<file path="src/rtl/axis_rr_arbiter.sv">
// Round-robin AXIS arbiter: NUM_PORTS producers share one registered output stage.
// With LOCK_ON_LAST=1 the grant is held from a packet's first beat through its last beat.
module axis_rr_arbiter #(
    parameter int unsigned DATA_WIDTH   = 10,
    parameter int unsigned NUM_PORTS    = 4,
    parameter int unsigned LOCK_ON_LAST = 1,
    parameter int unsigned ID_WIDTH     = (NUM_PORTS > 1) ? $clog2(NUM_PORTS) : 1
) (
    input  logic                              clk,
    input  logic                              rst,
    input  logic [NUM_PORTS-1:0]              input_valid,
    input  logic [NUM_PORTS*DATA_WIDTH-1:0]   input_data,
    input  logic [NUM_PORTS-1:0]              input_last,
    output logic [NUM_PORTS-1:0]              input_ready,
    output logic                              output_valid,
    output logic [DATA_WIDTH-1:0]             output_data,
    output logic                              output_last,
    output logic [ID_WIDTH-1:0]               output_id,
    input  logic                              output_ready
);

    localparam int unsigned SUM_W = ID_WIDTH + 1;

    typedef enum logic {
        IDLE   = 1'b0,
        LOCKED = 1'b1
    } state_t;

    state_t                  state_q, state_d;
    logic [ID_WIDTH-1:0]     ptr_q, ptr_d;
    logic [ID_WIDTH-1:0]     lock_port_q, lock_port_d;
    logic                    out_valid_q, out_valid_d;
    logic [DATA_WIDTH-1:0]   out_data_q, out_data_d;
    logic                    out_last_q, out_last_d;
    logic [ID_WIDTH-1:0]     out_id_q, out_id_d;

    logic [2*NUM_PORTS-1:0]  valid_dbl;
    logic [NUM_PORTS-1:0]    valid_rot;
    logic [ID_WIDTH-1:0]     rr_off;
    logic                    rr_found;
    logic                    grant_valid;
    logic [ID_WIDTH-1:0]     grant_idx;
    logic                    accept;
    logic                    xfer;
    logic [DATA_WIDTH-1:0]   sel_data;
    logic                    sel_last;

    // Modular add on port indices (NUM_PORTS need not be a power of two)
    function automatic logic [ID_WIDTH-1:0] wrap_add(input logic [ID_WIDTH-1:0] a,
                                                     input logic [ID_WIDTH-1:0] b);
        logic [SUM_W-1:0] s;
        s = SUM_W'(a) + SUM_W'(b);
        if (s >= SUM_W'(NUM_PORTS)) begin
            s = s - SUM_W'(NUM_PORTS);
        end
        return s[ID_WIDTH-1:0];
    endfunction

    // Grant selection: rotated priority scan in IDLE, fixed port while LOCKED
    always_comb begin
        valid_dbl   = {input_valid, input_valid};
        valid_rot   = NUM_PORTS'(valid_dbl >> ptr_q);
        rr_found    = 1'b0;
        rr_off      = '0;
        grant_valid = 1'b0;
        grant_idx   = '0;
        for (int k = NUM_PORTS - 1; k >= 0; k--) begin
            if (valid_rot[k]) begin
                rr_found = 1'b1;
                rr_off   = ID_WIDTH'(k);
            end
        end
        if (state_q == LOCKED) begin
            grant_valid = input_valid[lock_port_q];
            grant_idx   = lock_port_q;
        end else begin
            grant_valid = rr_found;
            grant_idx   = wrap_add(ptr_q, rr_off);
        end
    end

    // Ready generation and payload mux for the granted port
    always_comb begin
        accept      = !out_valid_q || output_ready;
        input_ready = '0;
        if (!rst && accept && grant_valid) begin
            input_ready[grant_idx] = 1'b1;
        end
        xfer     = |input_ready;
        sel_data = input_data[int'(grant_idx) * DATA_WIDTH +: DATA_WIDTH];
        sel_last = input_last[grant_idx];
    end

    // Next-state: output register load/drain, pointer advance, packet lock tracking
    always_comb begin
        state_d     = state_q;
        ptr_d       = ptr_q;
        lock_port_d = lock_port_q;
        out_valid_d = out_valid_q;
        out_data_d  = out_data_q;
        out_last_d  = out_last_q;
        out_id_d    = out_id_q;
        if (xfer) begin
            out_valid_d = 1'b1;
            out_data_d  = sel_data;
            out_last_d  = sel_last;
            out_id_d    = grant_idx;
            ptr_d       = wrap_add(grant_idx, ID_WIDTH'(1));
            if ((LOCK_ON_LAST != 0) && !sel_last) begin
                state_d     = LOCKED;
                lock_port_d = grant_idx;
            end else begin
                state_d     = IDLE;
            end
        end else if (out_valid_q && output_ready) begin
            out_valid_d = 1'b0;
        end
    end

    // State and output registers; reset drops any in-flight lock or beat
    always_ff @(posedge clk) begin
        if (rst) begin
            state_q     <= IDLE;
            ptr_q       <= '0;
            lock_port_q <= '0;
            out_valid_q <= 1'b0;
            out_data_q  <= '0;
            out_last_q  <= 1'b0;
            out_id_q    <= '0;
        end else begin
            state_q     <= state_d;
            ptr_q       <= ptr_d;
            lock_port_q <= lock_port_d;
            out_valid_q <= out_valid_d;
            out_data_q  <= out_data_d;
            out_last_q  <= out_last_d;
            out_id_q    <= out_id_d;
        end
    end

    assign output_valid = out_valid_q;
    assign output_data  = out_data_q;
    assign output_last  = out_last_q;
    assign output_id    = out_id_q;

`ifndef SYNTHESIS
    // At most one port is ready in any cycle
    a_ready_onehot: assert property (@(posedge clk) disable iff (rst) $onehot0(input_ready));

    // A stalled output beat stays put until consumed
    a_stall_stable: assert property (@(posedge clk) disable iff (rst)
        (out_valid_q && !output_ready) |=>
            (out_valid_q && $stable(out_data_q) && $stable(out_last_q) && $stable(out_id_q)));
`endif

endmodule

</file>
<file path="config.mk">
export PLATFORM = sky130hd
export DESIGN_NAME = axis_rr_arbiter
export DESIGN_NICKNAME = d
export VERILOG_FILES = /design/src/rtl/axis_rr_arbiter.sv
export SDC_FILE = /design/constraint.sdc
export NUM_CORES = 1
export LEC_CHECK = 0
export ABC_AREA = 0
export CAP_MARGIN = 20
export CORE_UTILIZATION = 43
export CTS_CLUSTER_DIAMETER = 30
export CTS_CLUSTER_SIZE = 40
export DETAILED_ROUTE_END_ITERATION = 12
export PLACE_DENSITY_LB_ADDON = 0.1
export SYNTH_ARGS = -nofsm -noshare
export SYNTH_HDL_FRONTEND = slang
export SYNTH_SLANG_ARGS = --single-unit
</file>
<file path="constraint.sdc">
create_clock -name clk -period 5 [get_ports clk]
set_input_delay 0.75 -clock clk [delete_from_list [all_inputs] [get_ports clk]]
set_output_delay 0.75 -clock clk [all_outputs]
set_load 0.01 [all_outputs]
</file>
==> reports/metrics.cfg <==
[route]
drt_iter0_drc=95
avgRoutedWirePerCell_um=14.23
via_per_inst=5.611
first_pass_iters=8
ant_nets=0
vias=1442
wl_um=3658
drc=2

[critical_path]
start_kind=primary input
cp_slowest_stage_delay_ns=0.62
path_cells=clkdlybuf4s50_1 > nor2_1 > or4_1 > o2111ai_1 > ha_1 > xnor2_1 > nor2b_1 > mux2_4 > or2_2 > nor3_1 > clkdlybuf4s50_1
crit_path_end_kind=output pin
crit_top_cell=clkdlybuf4s50_1
critical-path-slowest-cell=clkdlybuf4s50_1
cp_max_fo=12
worstPathRequired_ns=4.25
critPathBufInv=2
critPathKind=in2out
critPathArrivalTime_ns=3.97
crit_family=simple AND/OR/NAND/NOR gates

[timing]
slew_headroom_pct=69.28
period_share_pct=94.47
skew_ns=0.006202
final_hold_viol_count=0
setup-tns-final_ns=0
finalSetupViolCount=0
finalCriticalPeriod_ns=4.724
maxSlewViolCount=0
tightestPinTransition_ns=0.4608
rsz0062_at_grt=false
fmax_ghz=0.2117

[power_and_ir_drop]
combPwrFrac_pct=62.9
cellPowerDensity_nw_per_um2=433.0
intPower_mw=0.5339
swShare_pct=40.17
power_frac_seq_pct=28.4
power_switching_mw=0.3584
irDropWorstVdd_mv=0.2374
p_leak_nw=0.8511
clkPwrFrac_pct=8.8

[clock_network]
path_clk_slew_ns=0.11
cts_setup_buffers=0
clk_latency_ns=0.29
cts_made_buffers=3
clockBufferDepth=2
cts.sinks=19
ctsResizeCount=0
htree_levels=1
hold_buffers=0
cts_tree=built
root_buffer=clkbuf_4

[floorplanning]
die_h_um=57.85
start_util_pct=47.02
dieArea_um2=3347
rows=19
pin_count=69
core_um2=2853
die_w_um=57.85

[place]
gp_congestion=0.8267
dpl-instance-area_um2=2034
hpwl_um=2782
port_buffers=68

[final_layout]
final_layout_size_suffix_gt1_share_pct=5.752
final_cell_mix=68 x clkdlybuf4s50_1, 21 x mux2i_1, 19 x nand2_1, 19 x dfxtp_1, 17 x nor2_1
num_antenna_cells=0
nets=279
area_growth_pct=53.64
fin_area_um2=2061
final_common_cell=clkdlybuf4s50_1

[grt]
grt_max_degree=14
grt_pass1_vias=1326
grt-ovfl-total=0
antenna_found_initial=0
grtUsageTotal_pct=21.41
grt_pass1_wl_um=5658

[flow_run]
maxCapViolCount=0

[logic_synthesis]
syn_avg_cell_area_um2=8.229
yosys.area.top_type=dfxtp_1
syn_area_um2=1341
yosys.area.top_type_share_pct=28.36
synth.distinct_cells=37
ys_seq_area_share_pct=28.36
synth-seq-cells=19
yosys_warnings=0
synth_area_leaders=dfxtp_1 28%, mux2i_1 16%, a32o_1 6.7%
synthCells=163
synth_nets=215

[run_status]
run_status=complete, but fails checks
violations=design-rule violations

[min_path]
min_path_type=reg2reg

[area by class of cell]
cell class | instances | area [um^2]
flip-flops and latches | 19 | 380.4
well taps | 31 | 38.79
repair buffers | 72 | 710.7
multi-input cells | 129 | 897.1
fillers | 223 | 792.0
inverters | 2 | 7.507
clock buffers | 4 | 26.28
[flip-flops by register name (all words and copies together) (netlist names)]
| register | flops |
|---|---|
| state_q | 1 |
| output_last | 1 |
| lock_port_q | 2 |
| output_id | 2 |
| output_valid | 1 |
| ptr_q | 2 |
| output_data | 10 |
[worst min-delay path, delay by kind of cell (launching register included)]
family | cells | cell delay, ns
DFF | 1 | 0.33
and+or+nand+nor | 1 | 0.06
AOI/OAI and AO/OA | 1 | 0.05
[cells in the mapped netlist]
master	instances
mux2_4	2
nor3_1	4
a211o_1	1
buf_6	1
a22oi_1	1
a31oi_1	2
o211ai_1	2
o21ai_0	2
buf_2	6
buf_4	1
mux2i_1	21
or2_2	1
a21oi_1	15
clkbuf_1	5
and3_1	1
nand3b_1	1
o21ai_1	1
a311oi_1	2
mux2_2	1
nand3_1	1
nand2b_1	6
nand2_1	19
dfxtp_1	19
xnor2_1	2
nor2b_1	7
o32ai_1	2
inv_1	2
or4_1	2
mux4_2	1
a32o_1	9
o2111ai_1	1
nor4b_1	1
nor2_1	17
a32oi_1	1
o211a_1	1
ha_1	1
a221o_1	1
[kinds of logic after synthesis]
group	Yosys count	synth area share, %
mux	25	20.43
buf+inv	15	5.598
xor+xnor	2	1.306
simple gates	60	21.27
flops	19	28.36
compound gates	41	22.11
fa+ha+maj	1	0.9327
[per-stage QoR]
step / setup slack (ns) / std cells / hold WS, ns / total power, mW / utilization (%)
after floorplan: 1.149 / 163 / 0.4805 / 0.5935 / -
after global placement: 0.3940 / 253 / 0.4474 / 0.8004 / 71.32
after detailed placement: 0.2954 / 253 / 0.4599 / 0.8124 / 71.32
after CTS: 0.2673 / 257 / 0.4775 / 0.8922 / 72.24
after global routing: 0.1164 / 257 / 0.5002 / 0.9496 / 72.24
final: 0.2765 / 257 / 0.4760 / 0.8923 / 72.24
[power by group through the flow]
stage	sequential [mW]	clock (mW)	combinational [mW]
floorplan	0.259	0	0.335
global placement	0.252	0	0.549
detailed placement	0.255	0	0.558
CTS	0.251	0.0786	0.562
global route	0.258	0.0868	0.605
finish	0.253	0.0781	0.561
[layer usage]
layer	GRT usage [%]	wire, um
met1	26.21	1635
met2	38.92	1785
met3	3.125	204
met4	5.782	32
met5	0	0
[path summary, 6_finish.rpt]
path | depth (start not counted) | from | endpoint | slack [ns]
worst max-delay path | 11 | input_valid[1] | input_ready[3] | 0.28
worst max register to register | 9 | ptr_q[0] | lock_port_q[0] | 1.91
worst min register to register | 2 | output_id[1] | output_id[1] | 0.48
worst min-delay path | 2 | output_id[1] | output_id[1] | 0.48
(Power assumes the default switching activity.)
